===== src/rtl/cache_pkg.sv =====
// Shared types and width helpers for the set-associative cache.
package cache_pkg;

  localparam int unsigned WORD_W = 32;
  localparam int unsigned ADDR_W = 30;

  typedef enum logic [1:0] {
    ST_IDLE      = 2'd0,
    ST_WRITEBACK = 2'd1,
    ST_REFILL    = 2'd2,
    ST_RESPOND   = 2'd3
  } state_t;

  // One backing-memory word transfer
  typedef struct packed {
    logic              valid;
    logic              we;
    logic [ADDR_W-1:0] addr;
    logic [WORD_W-1:0] wdata;
  } mem_req_t;

  // Index width that stays at least one bit wide for single-entry ranges
  function automatic int unsigned idx_bits(input int unsigned n);
    return (n > 1) ? $clog2(n) : 1;
  endfunction

  // Tag width left over after the index and word-offset fields
  function automatic int unsigned tag_bits(input int unsigned sets, input int unsigned words);
    return ADDR_W - $clog2(sets) - $clog2(words);
  endfunction

endpackage


===== src/rtl/cache_victim_sel.sv =====
// Victim choice: lowest-numbered invalid way, else the round-robin pointer.
module cache_victim_sel
  import cache_pkg::*;
#(
  parameter int unsigned NUM_WAYS = 2,
  localparam int unsigned WW = idx_bits(NUM_WAYS)
) (
  input  logic [NUM_WAYS-1:0] valid,
  input  logic [WW-1:0]       ptr,
  output logic [WW-1:0]       victim_way_c
);

  // Scan from the top so the lowest invalid way wins
  always_comb begin
    victim_way_c = ptr;
    for (int i = NUM_WAYS - 1; i >= 0; i--) begin
      if (!valid[i]) victim_way_c = WW'(i);
    end
  end

endmodule


===== src/rtl/set_assoc_cache.sv =====
// Write-back, write-allocate set-associative cache with zero-wait hits.
// Optional statistics counters are enabled by defining CACHE_STATS_EN.
module set_assoc_cache
  import cache_pkg::*;
#(
  parameter int unsigned NUM_SETS    = 16,
  parameter int unsigned NUM_WAYS    = 2,
  parameter int unsigned BLOCK_WORDS = 4
) (
  input  logic        clk,
  input  logic        rst_n,
  input  logic        cpu_req,
  input  logic        cpu_we,
  input  logic [29:0] cpu_addr,
  input  logic [31:0] cpu_wdata,
  output logic [31:0] cpu_rdata,
  output logic        cpu_ack,
  output logic        mem_valid,
  output logic        mem_we,
  output logic [29:0] mem_addr,
  output logic [31:0] mem_wdata,
  input  logic        mem_ready,
  input  logic [31:0] mem_rdata,
  output logic [31:0] hit_count,
  output logic [31:0] miss_count
);

  localparam int unsigned OB = $clog2(BLOCK_WORDS);
  localparam int unsigned IB = $clog2(NUM_SETS);
  localparam int unsigned TW = tag_bits(NUM_SETS, BLOCK_WORDS);
  localparam int unsigned WW = idx_bits(NUM_WAYS);
  localparam logic [OB-1:0] LAST_BEAT = OB'(BLOCK_WORDS - 1);
  localparam logic [WW-1:0] LAST_WAY  = WW'(NUM_WAYS - 1);

  // Address fields of the current request (held stable until ack)
  logic [TW-1:0] tag;
  logic [IB-1:0] idx;
  logic [OB-1:0] off;

  assign off = cpu_addr[OB-1:0];
  assign idx = cpu_addr[OB+IB-1:OB];
  assign tag = cpu_addr[ADDR_W-1:OB+IB];

  // Storage: data and tags are not reset, status bits are
  logic [WORD_W-1:0]   data_q  [NUM_SETS][NUM_WAYS][BLOCK_WORDS];
  logic [TW-1:0]       tag_q   [NUM_SETS][NUM_WAYS];
  logic [NUM_WAYS-1:0] valid_q [NUM_SETS];
  logic [NUM_WAYS-1:0] dirty_q [NUM_SETS];
  logic [WW-1:0]       rr_q    [NUM_SETS];

  state_t        state_q, state_d;
  logic [WW-1:0] victim_q, victim_d;
  logic [OB-1:0] beat_q, beat_d;

  logic [NUM_WAYS-1:0] match;
  logic                hit;
  logic [WW-1:0]       hit_way;
  logic [WW-1:0]       vsel_way;

  logic              data_we;
  logic [WW-1:0]     data_way;
  logic [OB-1:0]     data_off;
  logic [WORD_W-1:0] data_wdata;
  logic              mark_dirty;
  logic              refill_done;
  logic [WW-1:0]     rd_way;
  mem_req_t          mem_req;

  // Tag compare across the indexed set
  always_comb begin
    match   = '0;
    hit_way = '0;
    for (int w = 0; w < NUM_WAYS; w++) begin
      match[w] = valid_q[idx][w] && (tag_q[idx][w] == tag);
      if (match[w]) hit_way = WW'(w);
    end
  end

  assign hit = |match;

  cache_victim_sel #(.NUM_WAYS(NUM_WAYS)) u_victim_sel (
    .valid        (valid_q[idx]),
    .ptr          (rr_q[idx]),
    .victim_way_c (vsel_way)
  );

  // Next-state, array write controls and memory request
  always_comb begin
    state_d        = state_q;
    victim_d       = victim_q;
    beat_d         = beat_q;
    cpu_ack        = 1'b0;
    data_we        = 1'b0;
    data_way       = hit_way;
    data_off       = off;
    data_wdata     = cpu_wdata;
    mark_dirty     = 1'b0;
    refill_done    = 1'b0;
    rd_way         = hit_way;
    mem_req.valid  = 1'b0;
    mem_req.we     = 1'b0;
    mem_req.addr   = {tag_q[idx][victim_q], idx, beat_q};
    mem_req.wdata  = data_q[idx][victim_q][beat_q];

    case (state_q)
      ST_IDLE: begin
        if (cpu_req) begin
          if (hit) begin
            cpu_ack = 1'b1;
            if (cpu_we) begin
              data_we    = 1'b1;
              mark_dirty = 1'b1;
            end
          end else begin
            victim_d = vsel_way;
            beat_d   = '0;
            state_d  = (valid_q[idx][vsel_way] && dirty_q[idx][vsel_way]) ?
                       ST_WRITEBACK : ST_REFILL;
          end
        end
      end
      ST_WRITEBACK: begin
        mem_req.valid = 1'b1;
        mem_req.we    = 1'b1;
        if (mem_ready) begin
          beat_d = beat_q + OB'(1);
          if (beat_q == LAST_BEAT) state_d = ST_REFILL;
        end
      end
      ST_REFILL: begin
        mem_req.valid = 1'b1;
        mem_req.addr  = {tag, idx, beat_q};
        if (mem_ready) begin
          data_we    = 1'b1;
          data_way   = victim_q;
          data_off   = beat_q;
          data_wdata = mem_rdata;
          beat_d     = beat_q + OB'(1);
          if (beat_q == LAST_BEAT) begin
            refill_done = 1'b1;
            state_d     = ST_RESPOND;
          end
        end
      end
      ST_RESPOND: begin
        cpu_ack  = 1'b1;
        rd_way   = victim_q;
        data_way = victim_q;
        if (cpu_we) begin
          data_we    = 1'b1;
          mark_dirty = 1'b1;
        end
        state_d = ST_IDLE;
      end
      default: state_d = ST_IDLE;
    endcase
  end

  assign mem_valid = mem_req.valid;
  assign mem_we    = mem_req.we;
  assign mem_addr  = mem_req.addr;
  assign mem_wdata = mem_req.wdata;
  assign cpu_rdata = data_q[idx][rd_way][off];

  // FSM state register
  always_ff @(posedge clk or negedge rst_n) begin
    if (!rst_n) begin
      state_q  <= ST_IDLE;
      victim_q <= '0;
      beat_q   <= '0;
    end else begin
      state_q  <= state_d;
      victim_q <= victim_d;
      beat_q   <= beat_d;
    end
  end

  // Valid, dirty and round-robin pointer per set
  always_ff @(posedge clk or negedge rst_n) begin
    if (!rst_n) begin
      for (int s = 0; s < NUM_SETS; s++) begin
        valid_q[s] <= '0;
        dirty_q[s] <= '0;
        rr_q[s]    <= '0;
      end
    end else begin
      if (refill_done) begin
        valid_q[idx][victim_q] <= 1'b1;
        dirty_q[idx][victim_q] <= 1'b0;
        rr_q[idx]              <= (rr_q[idx] == LAST_WAY) ? '0 : rr_q[idx] + WW'(1);
      end
      if (mark_dirty) dirty_q[idx][data_way] <= 1'b1;
    end
  end

  // Tag and data arrays
  always_ff @(posedge clk) begin
    if (refill_done) tag_q[idx][victim_q] <= tag;
    if (data_we) data_q[idx][data_way][data_off] <= data_wdata;
  end

`ifdef CACHE_STATS_EN
  logic [31:0] hit_q, miss_q;
  logic        hit_evt, miss_evt;

  assign hit_evt  = (state_q == ST_IDLE) && cpu_req && hit;
  assign miss_evt = (state_q == ST_IDLE) && cpu_req && !hit;

  // Saturating hit/miss counters
  always_ff @(posedge clk or negedge rst_n) begin
    if (!rst_n) begin
      hit_q  <= '0;
      miss_q <= '0;
    end else begin
      if (hit_evt && (hit_q != '1))   hit_q  <= hit_q + 32'd1;
      if (miss_evt && (miss_q != '1)) miss_q <= miss_q + 32'd1;
    end
  end

  assign hit_count  = hit_q;
  assign miss_count = miss_q;
`else
  assign hit_count  = '0;
  assign miss_count = '0;
`endif

endmodule


===== config.mk =====
export PLATFORM = sky130hd
export DESIGN_NAME = set_assoc_cache
export DESIGN_NICKNAME = d
export VERILOG_FILES = /design/src/rtl/cache_pkg.sv /design/src/rtl/cache_victim_sel.sv /design/src/rtl/set_assoc_cache.sv
export SDC_FILE = /design/constraint.sdc
export NUM_CORES = 2
export LEC_CHECK = 0
export BUFFER_PORTS_ARGS = -buffer_cell sky130_fd_sc_hd__buf_2
export CORE_ASPECT_RATIO = 0.5
export CORE_MARGIN = 3
export CORE_UTILIZATION = 35
export DETAILED_ROUTE_END_ITERATION = 12
export GPL_TIMING_DRIVEN = 0
export PLACE_DENSITY = 0.56
export SKIP_CTS_REPAIR_TIMING = 1
export SYNTH_ARGS = -nofsm -noshare
export SYNTH_HDL_FRONTEND = slang
export SYNTH_MEMORY_MAX_BITS = 65536
export SYNTH_SLANG_ARGS = --single-unit

===== constraint.sdc =====
create_clock -name clk -period 7.65 [get_ports clk]
set_input_delay 0.3825 -clock clk [delete_from_list [all_inputs] [get_ports clk]]
set_output_delay 0.3825 -clock clk [all_outputs]
set_load 0.01 [all_outputs]

## Yosys cells after proc, flatten, opt, wreduce, memory -nomap -nowiden

Memories as Yosys holds them, arrays and structs flattened.
Index checks and enable logic that the tools add are counted.

| storage, ports and cells | value |
|---|---|
| register bits | 85 |
| bits in writable memories | 4864 |
| input port bits | 99 |
| output and inout bits | 161 |
| word-level logic and storage cells | 201 |
| memories | 2 |

| operators by class | value |
|---|---|
| $add $sub $neg | 2 |
| $lt $le $gt $ge | 16 |
| equality and inequality tests | 13 |
| mux-type cells | 89 |
| bitwise gates (word level) | 12 |
| reductions and logical operators | 16 |

Memory list:

| name | words | bits a word | read ports | clocked after Yosys merged registers in | write ports | line | source |
|---|---|---|---|---|---|---|---|
| data_q | 16 | 256 | 1 | 0 | 1 | set_assoc_cache.sv:45 | `logic [WORD_W-1:0] data_q [NUM_SETS][NUM_WAYS][BLOCK_WORDS];` |
| tag_q | 16 | 48 | 1 | 0 | 1 | set_assoc_cache.sv:46 | `logic [TW-1:0] tag_q [NUM_SETS][NUM_WAYS];` |

Operators by type and width:

| kind | number |
|---|---|
| 128-bit two-way mux | 7 |
| 32-bit two-way mux | 9 |
| 256-bit two-way mux | 1 |
| 32-bit binary-select mux with 2-bit select | 2 |
| 128-bit demux with 1-bit select | 1 |
| 24-bit two-way mux | 4 |
| 32-bit demux with 2-bit select | 1 |
| 32-bit bitwise OR | 2 |
| 24-bit == test | 2 |
| 48-bit two-way mux | 1 |
| 2-bit two-way mux | 18 |
| 32-bit AND | 1 |
| 32-bit NOT | 1 |
| 30-bit two-way mux | 1 |
| 1-bit two-way mux | 28 |
| 24-bit demux with 1-bit select | 1 |
| 2-bit binary-select mux with 4-bit select | 2 |
| 16-bit bitwise mux | 1 |
| 2-bit demux with 4-bit select | 2 |
| 2-bit != test (second input constant) | 6 |
| 3-bit >= comparator (second input constant) | 3 |
| 1-bit logical AND | 9 |
| 2-bit NOT with 3-bit output | 3 |
| 2-bit case mux with 4 select lines | 1 |
| other kinds (27) | 41 |

## Longest topological paths before layout

| depth | value |
|---|---|
| depth in word-level cells | 16 |
| gate-level depth with buffers | 19 |
| gate-level depth less buffers | 10 |

## Modules after synthesis

From an unflattened synthesis, not the netlist that was laid out.

| unflattened totals | value |
|---|---|
| cell total of the unflattened synthesis | 8292 |
| area total of the unflattened synthesis | 194704.2 um2 |

Modules (own cells, without submodules):

| module | instances | cells each | area each (um2) |
|---|---|---|---|
| set_assoc_cache | 1 | 8290 | 194693.0 |
| cache_victim_sel | 1 | 2 | 11.3 |

## Worst setup path before layout

Ideal clock, no wire load.

| timing | value |
|---|---|
| kind | input to register |
| start | input cpu_addr[2] |
| end | memory data_q[5][224] (netlist name), enable pin |
| arrival time | 6.155 ns |
| slack | 0.994 ns |
| stages on the path | 17 |
| path buffers | 9 |
| cells stage by stage | buf_6 -> buf_6 -> buf_6 -> inv_2 -> buf_4 -> buf_4 -> buf_2 -> mux2i_1 -> xnor2_1 -> nor3_1 -> a31oi_1 -> nor4_1 -> buf_2 -> o22a_1 -> buf_4 -> buf_4 -> nor4_1 |

| between the ends | value |
|---|---|
| longest elaborated chain between the ends | 14 |
| elaborated cells on any way between the ends | 24 |
| those cells by class | 2 x order compare; 2 x eq/ne; 13 x mux; 2 x bitwise; 4 x reduce/logical; 1 x memory |

Ends and longest elaborated chain:

| item | line | source |
|---|---|---|
| from (decl) | set_assoc_cache.sv:14 | `input logic [29:0] cpu_addr,` |
| branches (longest 14 deep; another with memory read 16 x 48 bit) | n/a |  |
| to (decl) | set_assoc_cache.sv:45 |  |

Parallel ways; which one is timed is not known. The select of a mux whose other input is x is not followed.

## Worst setup path after layout

| timing | value |
|---|---|
| start | input cpu_addr[5] |
| end | output cpu_rdata[25] |

| between the ends | value |
|---|---|
| longest elaborated chain between the ends | 14 |
| elaborated cells on any way between the ends | 17 |
| those cells by class | 1 x eq/ne; 11 x mux; 2 x bitwise; 1 x reduce/logical; 2 x memory |

Ends and longest elaborated chain:

| item | line | source |
|---|---|---|
| branches (longest 8 deep; another with memory read 16 x 48 bit) | n/a |  |
| 128-bit two-way mux (not written as such) (*) (3 in series) | set_assoc_cache.sv:163 | `assign cpu_rdata = data_q[idx][rd_way][off];` |
| 32-bit binary-select mux with 2-bit select (*) | set_assoc_cache.sv:163 |  |
| 32-bit two-way mux (not written as such) (*) (2 in series) | set_assoc_cache.sv:163 |  |
| to (decl) | set_assoc_cache.sv:16 | `output logic [31:0] cpu_rdata,` |

Every way passes the cells marked *. The select of a mux whose other input is x is not followed.

==> results by group <==
Clocking
  – Clock latency on the worst-skew pair: 1.13 ns
  – Clock Path Buffers: 4
  – Htree depth: 5
  – Clock buffer count from CTS: 440
  – # clock sinks: 4949
  – Clk pin slew, worst setup/hold paths: 0.07 ns
  – TritonCTS clock tree: built
  – Clock root buffer: sky130_fd_sc_hd__clkbuf_16

Synthesis
  – Async set-or-reset flop fraction in the synthesized netlist: 0.0172
  – Total of warnings raised by yosys: 0
  – Number of enable flip-flop cells after synthesis: 4864
  – Sequential cell area fraction in the yosys report: 0.750
  – Cell taking the most area after synthesis: sky130_fd_sc_hd__edfxtp_1
  – Most common flop cell mapped by yosys: sky130_fd_sc_hd__edfxtp_1
  – Cell count after synthesis: 8620
  – Flip-flop and latch count after synthesis: 4949
  – Ranking of synthesized cells by area: sky130_fd_sc_hd__edfxtp_1, sky130_fd_sc_hd__mux4_2, sky130_fd_sc_hd__mux2i_1
  – Total standard cell area after synthesis: 198000 um2
  – Avg Cell Area, Syn: 22.9 um2
  – Share of the synthesized area in the top cell type: 0.739
  – Number of different library cells in the post-synthesis netlist: 83

Floorplanning
  – Starting utilization of the core area: 0.352
  – Die boundary width: 1.07 mm
  – Die span in y: 537 um
  – Die Area: 574000 um2
  – Placeable core area: 560000 um2
  – Top-level I/O count: 260
  – # rows: 194

Min path
  – Path type of the worst min-delay path: input pin to register

Timing
  – Total of endpoints with negative setup slack in the final report: 0
  – Clk_skew: 0.120 ns
  – Portion of the clock cycle consumed by the worst path in the final layout: 0.966
  – Slew HR: -0.00521
  – Slew at the pin closest to its max-slew limit: 1.51 ns
  – Smallest hold slack: -0.0452 ns
  – Final total negative setup slack: 0 ns
  – Setup repair after global routing missed its margin: false
  – Crit path time final: 7.39 ns
  – Final Hold Fails: 83
  – Maximum clock frequency: 135 MHz
  – Number of pins exceeding their max-slew limit in the final report: 22

Power and ir drop
  – Internal power component: 46.5 mW
  – PD cells: 275 nW/um2
  – Largest vdd supply drop: 0.000257 V
  – Leakage power summed over all cells: 73.4 nW
  – Overall power after layout: 63.7 mW
  – Switching Fraction: 0.270
  – Combinational fraction of design power: 0.147
  – Register share of total power: 0.498
  – Proportion of power drawn by the clock network: 0.355
  – Switching power of the nets: 17.2 mW

Setup path
  – Max Fanout on Critical Path: 10
  – Data arrival time at the worst-slack endpoint: 7.01 ns
  – Worst-path cell chain: buf_2 -> buf_4 -> buf_2 -> buf_2 -> clkbuf_1 -> mux4_2 -> mux2i_1 -> xnor2_1 -> a31oi_1 -> nor4_2 -> nand3_1 -> buf_6 -> clkbuf_1 -> nand2_1 -> a31oi_1 -> and3_1 -> buf_2
  – Startpoint class of the critical path: input pin
  – Worst Setup End Kind: output pin
  – Classification of the worst setup path: input pin to output pin
  – Master of the slowest instance on the critical path: sky130_fd_sc_hd__clkbuf_1
  – Cell seen most often among critical-path stages: sky130_fd_sc_hd__buf_2
  – Slowest Stage Delay on Critical Path: 0.79 ns
  – CP required: 7.27 ns

GRT
  – Wire length of the first global-routing pass: 885 mm
  – Via count of the first global-routing pass: 100000
  – Initial antenna violation count: 61
  – Global Route Usage Sum: 0.225
  – Pin count of the biggest net entering global routing: 104
  – Overflow left after global routing: 0

Layout
  – Final Non-Filler Cells: 17800
  – Synth-to-layout area growth: 17.4%
  – Final-layout fill cell count: 48400
  – Fraction of final layout cells with drive strength greater than 1: 0.356
  – Final-stage net count: 9991

Placement
  – Placed cell count: 16900
  – Count of input and output buffers: 190
  – Detail Placement HPWL: 474 mm
  – Final RePlAce weighted congestion: 0.973

Routing
  – Total wire length: 662 mm
  – DRC errors left: 0
  – Number of DRC markers after the initial detailed-route iteration: 15800
  – Pre-Repair DR Iteration Count: 6
  – Via density: 5.80
  – Residual antenna-violating net count after detailed routing: 0
  – Vias after detailed routing: 103000
  – DR WL/cell: 37.3 um

Run status
  – Violations in the final reports: hold timing, capacitance limit, slew limit
  – Run status: finished, violations left

Flow run
  – Maxcap violations: 3
## cell type report
class | count | area, um2 | share of cell area
Antenna cell | 50 | 125 | 0.000540
Buffer | 606 | 3360 | 0.0145
Clock buffer | 534 | 11600 | 0.0499
Clock inverter | 275 | 2820 | 0.0122
Inverter | 22 | 82.6 | 0.000356
Multi-Input combinational cell | 3106 | 47700 | 0.206
Sequential cell | 4949 | 148000 | 0.639
Tap cell | 7448 | 9320 | 0.0402
Timing Repair Buffer | 761 | 8660 | 0.0373
## power by group through the flow
stage	logic, mW	registers [mW]	clock network [mW]
after global placement	8.34	33.1	0
after detailed placement	9.27	32.3	0
after global routing	9.62	31.7	23.9
final	9.36	31.8	22.6
after floorplan	4.19	32.6	0
after CTS	9.28	31.7	22.9
## routing by layer
| layer | GRT usage | share of wire | vias to the layer above |
|---|---|---|---|
| met5 | 0 | 0.00017 | - |
| met4 | 0.0967 | 0.050 | 16 |
| met3 | 0.0594 | 0.11 | 1121 |
| met2 | 0.343 | 0.45 | 5785 |
| met1 | 0.309 | 0.39 | 56500 |
| li1 | - | - | 39600 |
## layout by cell type, fill, tap and decap left out, types with 13 or more instances in the layout
cell type                       count
sky130_fd_sc_hd__nor4_4           121
sky130_fd_sc_hd__buf_1             35
sky130_fd_sc_hd__nand2_1          256
sky130_fd_sc_hd__buf_6            325
sky130_fd_sc_hd__o31ai_1           20
sky130_fd_sc_hd__nand3_1           21
sky130_fd_sc_hd__mux2_2            64
sky130_fd_sc_hd__a31oi_1           35
sky130_fd_sc_hd__nand2_4           32
sky130_fd_sc_hd__mux2i_1          255
sky130_fd_sc_hd__or4_1             33
sky130_fd_sc_hd__clkbuf_16        446
sky130_fd_sc_hd__diode_2           50
sky130_fd_sc_hd__buf_8            127
sky130_fd_sc_hd__bufinv_16         47
sky130_fd_sc_hd__o21ai_0           92
sky130_fd_sc_hd__o22ai_1          144
sky130_fd_sc_hd__a22oi_1           62
sky130_fd_sc_hd__dfrtp_1           85
sky130_fd_sc_hd__nor2_1            25
sky130_fd_sc_hd__clkinv_1         110
sky130_fd_sc_hd__xnor2_1           29
sky130_fd_sc_hd__inv_1             17
sky130_fd_sc_hd__o21ai_1           13
sky130_fd_sc_hd__o21ai_2           13
sky130_fd_sc_hd__clkinv_2          81
sky130_fd_sc_hd__buf_12            35
sky130_fd_sc_hd__nor2_4            30
sky130_fd_sc_hd__dlygate4sd3_1     37
sky130_fd_sc_hd__or2_2             36
sky130_fd_sc_hd__mux4_2          1556
sky130_fd_sc_hd__buf_2            461
sky130_fd_sc_hd__buf_16            45
sky130_fd_sc_hd__and3_1            34
sky130_fd_sc_hd__clkbuf_1         227
sky130_fd_sc_hd__edfxtp_1        4864
sky130_fd_sc_hd__buf_4            147
sky130_fd_sc_hd__conb_1            64
## stage by stage
step | setup WS [ns] | hold slack (ns) | area [um2] | util
detailed placement | -0.251 | 0.420 | 217000 | 0.387
finish | 0.259 | -0.0452 | 232000 | 0.414
global placement | -7.24 | 0.446 | 208000 | 0.371
floorplan | 0.994 | 0.0869 | 198000 | -
CTS | 0.529 | -0.726 | 231000 | 0.413
global route | 0.298 | -0.0296 | 232000 | 0.413
## logic make-up (layout without fill, tap and decap cells)
family | after synthesis | after routing | synth area share
xor gates and xnor gates | 40 | 40 | 0.00177
adders and majority gates | 6 | 6 | 0.000380
DFF | 4949 | 4949 | 0.750
other | 1 | 114 | 0.0000190
AOI/OAI and AO/OA | 456 | 456 | 0.0153
and+or+nand+nor | 661 | 661 | 0.0207
buffers and inverters | 628 | 2198 | 0.0173
muxes | 1879 | 1879 | 0.194
## state kept, by name, indices dropped and copies added, names as in the netlist
name and cells:
data_q 4096, tag_q 768, dirty_q 32, valid_q 32, rr_q 16, beat_q 2, state_q 2, victim_q 1
## synthesized netlist by cell type (6+ instances only)
| cell | count |
|---|---|
| sky130_fd_sc_hd__xor2_1 | 11 |
| sky130_fd_sc_hd__xnor2_1 | 29 |
| sky130_fd_sc_hd__o22ai_1 | 144 |
| sky130_fd_sc_hd__o21ai_0 | 92 |
| sky130_fd_sc_hd__or2_2 | 36 |
| sky130_fd_sc_hd__buf_1 | 38 |
| sky130_fd_sc_hd__mux2i_1 | 255 |
| sky130_fd_sc_hd__or4_1 | 33 |
| sky130_fd_sc_hd__mux2_2 | 64 |
| sky130_fd_sc_hd__nor4_2 | 122 |
| sky130_fd_sc_hd__nor3_1 | 9 |
| sky130_fd_sc_hd__and2_1 | 8 |
| sky130_fd_sc_hd__inv_1 | 18 |
| sky130_fd_sc_hd__nor2_1 | 55 |
| sky130_fd_sc_hd__a21oi_1 | 12 |
| sky130_fd_sc_hd__a22oi_1 | 62 |
| sky130_fd_sc_hd__o21ai_2 | 13 |
| sky130_fd_sc_hd__nand3_1 | 21 |
| sky130_fd_sc_hd__nand2_1 | 288 |
| sky130_fd_sc_hd__nor2b_1 | 12 |
| sky130_fd_sc_hd__o31ai_1 | 20 |
| sky130_fd_sc_hd__and3_1 | 34 |
| sky130_fd_sc_hd__clkbuf_1 | 155 |
| sky130_fd_sc_hd__a221oi_1 | 7 |
| sky130_fd_sc_hd__o21ai_1 | 13 |
| sky130_fd_sc_hd__buf_2 | 269 |
| sky130_fd_sc_hd__edfxtp_1 | 4864 |
| sky130_fd_sc_hd__dfrtp_1 | 85 |
| sky130_fd_sc_hd__buf_6 | 41 |
| sky130_fd_sc_hd__nor4_1 | 9 |
| sky130_fd_sc_hd__a31oi_1 | 35 |
| sky130_fd_sc_hd__mux4_2 | 1556 |
| sky130_fd_sc_hd__ha_1 | 6 |
| sky130_fd_sc_hd__buf_4 | 99 |
## final timing paths
path / slack, ns / endpoint / depth (start not counted) / start
max: 0.26 / cpu_rdata[25] / 17 / cpu_addr[5]
max reg2reg: 1.05 / data_q[3][111] / 15 / tag_q[0][9]
min: -0.05 / data_q[14][30] / 3 / mem_rdata[30]
min in group asynchronous: 0.38 / beat_q[0] / 3 / rst_n
max in group asynchronous: 6.69 / valid_q[14] / 4 / rst_n
min reg2reg: 0.46 / valid_q[24] / 1 / valid_q[24]
## worst max-delay path: cells and delay by family
| family | cells | cell delay [ns] |
|---|---|---|
| AOI/OAI and AO/OA | 2 | 0.65 |
| buffers and inverters | 8 | 3.63 |
| xor gates and xnor gates | 1 | 0.11 |
| muxes | 2 | 0.76 |
| and+or+nand+nor | 4 | 1.43 |
Power figures use the tool's default switching activity.
